$ cat src/rtl/mux_arbiter_pkg.sv
// Shared types and constants for the two-requester buffered arbiter.
// The arbitration choice lives here so every user makes the same pick.
package mux_arbiter_pkg;

    typedef enum logic {
        IDLE = 1'b0,
        HOLD = 1'b1
    } state_e;

    localparam logic SRC_A = 1'b0;
    localparam logic SRC_B = 1'b1;

    // A lone valid requester wins; on a tie the one not served last wins.
    function automatic logic pick_src(input logic a_v, input logic b_v, input logic last_src);
        logic src;
        if (a_v && b_v) begin
            src = ~last_src;
        end else if (b_v) begin
            src = SRC_B;
        end else begin
            src = SRC_A;
        end
        return src;
    endfunction

endpackage

$ cat src/rtl/mux_arbiter_mux2.sv
// Parameterized 2:1 data multiplexer; sel_i = 0 passes d0_i, 1 passes d1_i.
module mux_arbiter_mux2 #(
    parameter int unsigned W = 4
) (
    input  logic [W-1:0] d0_i,
    input  logic [W-1:0] d1_i,
    input  logic         sel_i,
    output logic [W-1:0] y_o
);

    assign y_o = sel_i ? d1_i : d0_i;

endmodule

$ cat src/rtl/mux_arbiter.sv
// Two-requester arbiter feeding a one-word output buffer with valid/ready on
// every side; fair round-robin on ties, one word per cycle when unstalled.
module mux_arbiter
    import mux_arbiter_pkg::*;
#(
    parameter int unsigned N = 4
) (
    input  logic         clk,
    input  logic         rst_n,
    input  logic         a_valid,
    input  logic [N-1:0] a_data,
    output logic         a_ready,
    input  logic         b_valid,
    input  logic [N-1:0] b_data,
    output logic         b_ready,
    output logic         y_valid,
    output logic [N-1:0] y,
    output logic         y_src,
    input  logic         y_ready
);

    state_e         state_q, state_d;
    logic           last_q, last_d;
    logic [N-1:0]   y_q, y_d;
    logic           src_q, src_d;

    logic           free_c;
    logic           grant_c;
    logic           gid_c;
    logic [N-1:0]   win_data_c;

    mux_arbiter_mux2 #(
        .W (N)
    ) u_data_mux (
        .d0_i  (a_data),
        .d1_i  (b_data),
        .sel_i (gid_c),
        .y_o   (win_data_c)
    );

    // Reset value of last_q is B so that A takes the first tie.
    always_ff @(posedge clk or negedge rst_n) begin
        if (!rst_n) begin
            state_q <= IDLE;
            last_q  <= SRC_B;
            y_q     <= '0;
            src_q   <= SRC_A;
        end else begin
            state_q <= state_d;
            last_q  <= last_d;
            y_q     <= y_d;
            src_q   <= src_d;
        end
    end

    always_comb begin
        state_d = state_q;
        last_d  = last_q;
        y_d     = y_q;
        src_d   = src_q;
        a_ready = 1'b0;
        b_ready = 1'b0;

        free_c  = (state_q == IDLE) || y_ready;
        gid_c   = pick_src(a_valid, b_valid, last_q);
        // Readies are forced low while reset is held.
        grant_c = rst_n && free_c && (a_valid || b_valid);

        if (grant_c) begin
            a_ready = (gid_c == SRC_A);
            b_ready = (gid_c == SRC_B);
            y_d     = win_data_c;
            src_d   = gid_c;
            last_d  = gid_c;
        end

        unique case (state_q)
            IDLE: begin
                if (grant_c) begin
                    state_d = HOLD;
                end
            end
            HOLD: begin
                if (y_ready && !grant_c) begin
                    state_d = IDLE;
                end
            end
            default: state_d = IDLE;
        endcase
    end

    assign y_valid = (state_q == HOLD);
    assign y       = y_q;
    assign y_src   = src_q;

endmodule

$ cat config.mk
export PLATFORM = sky130hd
export DESIGN_NAME = mux_arbiter
export DESIGN_NICKNAME = d
export VERILOG_FILES = /design/src/rtl/mux_arbiter_pkg.sv /design/src/rtl/mux_arbiter_mux2.sv /design/src/rtl/mux_arbiter.sv
export SDC_FILE = /design/constraint.sdc
export NUM_CORES = 1
export LEC_CHECK = 0
export BUFFER_PORTS_ARGS = -buffer_cell sky130_fd_sc_hd__buf_4
export CAP_MARGIN = 25
export CORE_AREA = 10 10 47 49
export DETAILED_ROUTE_END_ITERATION = 8
export DIE_AREA = 0 0 57 59
export GPL_TIMING_DRIVEN = 0
export SYNTH_ARGS = -nofsm -noshare
export SYNTH_HDL_FRONTEND = slang
export SYNTH_HIERARCHICAL = 1
export SYNTH_SLANG_ARGS = --single-unit
export TNS_END_PERCENT = 10
$ cat constraint.sdc
create_clock -name clk -period 2.98 [get_ports clk]
set_input_delay 0.149 -clock clk [delete_from_list [all_inputs] [get_ports clk]]
set_output_delay 0.149 -clock clk [all_outputs]
set_load 0.005 [all_outputs]
==> results.sh <==
export IMPL_rr_startpoint="last_q"
export IMPL_nNetsFinal=64
export IMPL_outcome="finished, final reports clean"
export IMPL_cts_hold_fix_buffers=1
export IMPL_clkSinkCount=7
export IMPL_hold_violations=0
export IMPL_cp_required_ns=2.83
export IMPL_syn2layout_area_growth_pct=56.9
export IMPL_dpl_cell_area_um2=533
export IMPL_max_freq_mhz=673
export IMPL_finClkSkew_ns=0.00300
export IMPL_synth_nets=38
export IMPL_timing_rr_end="y[2]"
export IMPL_peakVddDrop_mv=0.171
export IMPL_synth_top_cell_by_area="dfrtp_1"
export IMPL_fp_row_count=14
export IMPL_setup_viol=0
export IMPL_clock_path_buffers=2
export IMPL_final_cell_mix="20 x buf_4, 6 x dfrtp_1, 4 x mux2_4, 4 x mux2_2, 3 x clkbuf_4"
export IMPL_ys_seq_area_share_pct=48.6
export IMPL_fin_area_um2=569
export IMPL_io_pin_count=21
export IMPL_reg2regPathDepth=3
export IMPL_finalSetupTns_ns=0
export IMPL_tritoncts="done"
export IMPL_drtPass1Iterations=1
export IMPL_grt_pass1_wl_um=1660
export IMPL_ctsHtreeMaxLevel=1
export IMPL_hpwl_um=841
export IMPL_reg2reg_slack_ns=1.54
export IMPL_clkTransAtPathRegs_ns=0.05
export IMPL_synth_seq_cells=7
export IMPL_post_route_period_util_pct=49.9
export IMPL_drt_iter0_markers=0
export IMPL_synth_area_leaders="dfrtp_1 41%, mux2_4 17%, mux2_2 12%"
export IMPL_overflow=0
export IMPL_final_cells=66
export IMPL_rsz0062_at_grt="false"
export IMPL_worst_slew_pin_slew_ns=0.342
export IMPL_dieWidth_um=57
export IMPL_wirelength_um=991
export IMPL_criticalPathCategory="input pin to output port"
export IMPL_min_delay_path_class="input pin to register"
export IMPL_grt_usage_pct=6.48
export IMPL_grt_max_degree=10
export IMPL_crit_start="rst_n"
export IMPL_arrival_ns=1.34
export IMPL_n_antenna_cell=0
export IMPL_slew_headroom_pct=77.1
export IMPL_synthCells=25
export IMPL_cp_endpoint="a_ready"
export IMPL_finalCriticalPeriod_ns=1.49
export IMPL_fin_total_pwr_mw=0.300
export IMPL_max_cap_violations=0
export IMPL_cts_root_buf="clkbuf_4"
export IMPL_power_density_nw_per_um2=528
export IMPL_place_inst=61
export IMPL_die_height_um=59
export IMPL_core_um2=1400
export IMPL_yosys_area_top_type_share_pct=41.4
export IMPL_path_max_fanout=9
export IMPL_port_buffers=20
export IMPL_start_util_pct=25.9
export IMPL_vias_per_cell=4.45
export IMPL_clk_latency_ns=0.24
export IMPL_cts_setup_buffers=0
export IMPL_antenna_found_initial=0
export IMPL_die_area_um2=3360
export IMPL_end_kind="output port"
export IMPL_leakage_nw=0.290
export IMPL_first_global_vias=361
export IMPL_antenna_left=0
export IMPL_yosys_warnings=6
export IMPL_vias=294
export IMPL_cts_resized=0
export IMPL_drcViolationCount=0
export IMPL_wl_per_cell_um=15.0
export IMPL_gp_congestion=0.727
export IMPL_drive_above_1_share_pct=72.0
export IMPL_ys_types=12
export IMPL_cts_buffers=3
export IMPL_critPathLaunchType="input pin"
export IMPL_synth_area_um2=363
export IMPL_slew_violations=0
export IMPL_mostFrequentLayoutCell="buf_4"
export IMPL_avgSynthCellArea_um2=14.5
-- per-stage QoR --
step / util, % / hold WS (ns) / worst slack (ns)
floorplan: - / -0.147 / 1.66
global placement: 38.0 / -0.0253 / 1.57
detailed placement: 38.0 / -0.0234 / 1.54
CTS: 40.6 / 0.181 / 1.47
global route: 40.6 / 0.208 / 1.36
finish: 40.6 / 0.183 / 1.49
-- worst min-delay path by stage --
stage          startpoint  endpoint  slack [ns]  cells after the start
3_3_place_gp        rst_n   y_valid       -0.03                      1
3_5_place_dp        rst_n   y_valid       -0.02                      1
5_1_grt           a_valid   y_valid        0.21                      3
2_1_floorplan       rst_n      y[0]       -0.15                      0
4_1_cts           a_valid   y_valid        0.18                      3
6_report          a_valid   y_valid        0.18                      3
-- area by class of cell --
class / instances / area (um2)
fill: 151 / 832
tap: 16 / 20.0
clock buffer: 4 / 26.3
timing repair buffer: 21 / 160
sequential: 7 / 176
multi-input combinational: 18 / 186
-- synthesized netlist by cell type --
cell type / n
nand2b_1: 2
nor2_1: 1
nor2b_4: 1
nand2_1: 1
o2111a_2: 1
dfrtp_1: 6
mux2_4: 4
o21ai_2: 1
a21boi_2: 1
mux2_2: 4
a21o_1: 2
dfstp_2: 1
-- worst max-delay path, stage by stage --
cell	delay (ns)
dlygate4sd3_1	0.52
buf_4	0.17
o21ai_2	0.10
nand2b_1	0.18
nor2_1	0.10
buf_4	0.11
-- power breakdown --
part           total [mW]  internal, mW  leakage [nW]  switching, mW
Sequential          0.127         0.115        0.0813         0.0121
Clock              0.0827        0.0509        0.0150         0.0318
Combinational      0.0904        0.0609         0.193         0.0295
-- layer usage --
layer / GRT usage, % / share of wire, % / wire, um
met1: 6.66 / 42 / 418
met2: 8.37 / 38 / 378
met3: 6.01 / 20 / 195
met4: 4.03 / 0 / 0
met5: 0 / 0 / 0
-- cell families (layout without fill, tap and decap cells) --
kind of cell           count (synthesis)  count (layout)  synth area share (%)
DFF                                    7               7                  48.6
buffers and inverters                  0              25                     0
AOI/OAI and AO/OA                      5               5                  13.1
and+or+nand+nor                        5               5                  9.31
muxes                                  8               8                  29.0
-- flip-flops by register name, summed over array words and instances (netlist names) --
name,flops
y,4
last_q,1
y_src,1
y_valid,1
Power figures use the tool's default switching activity.
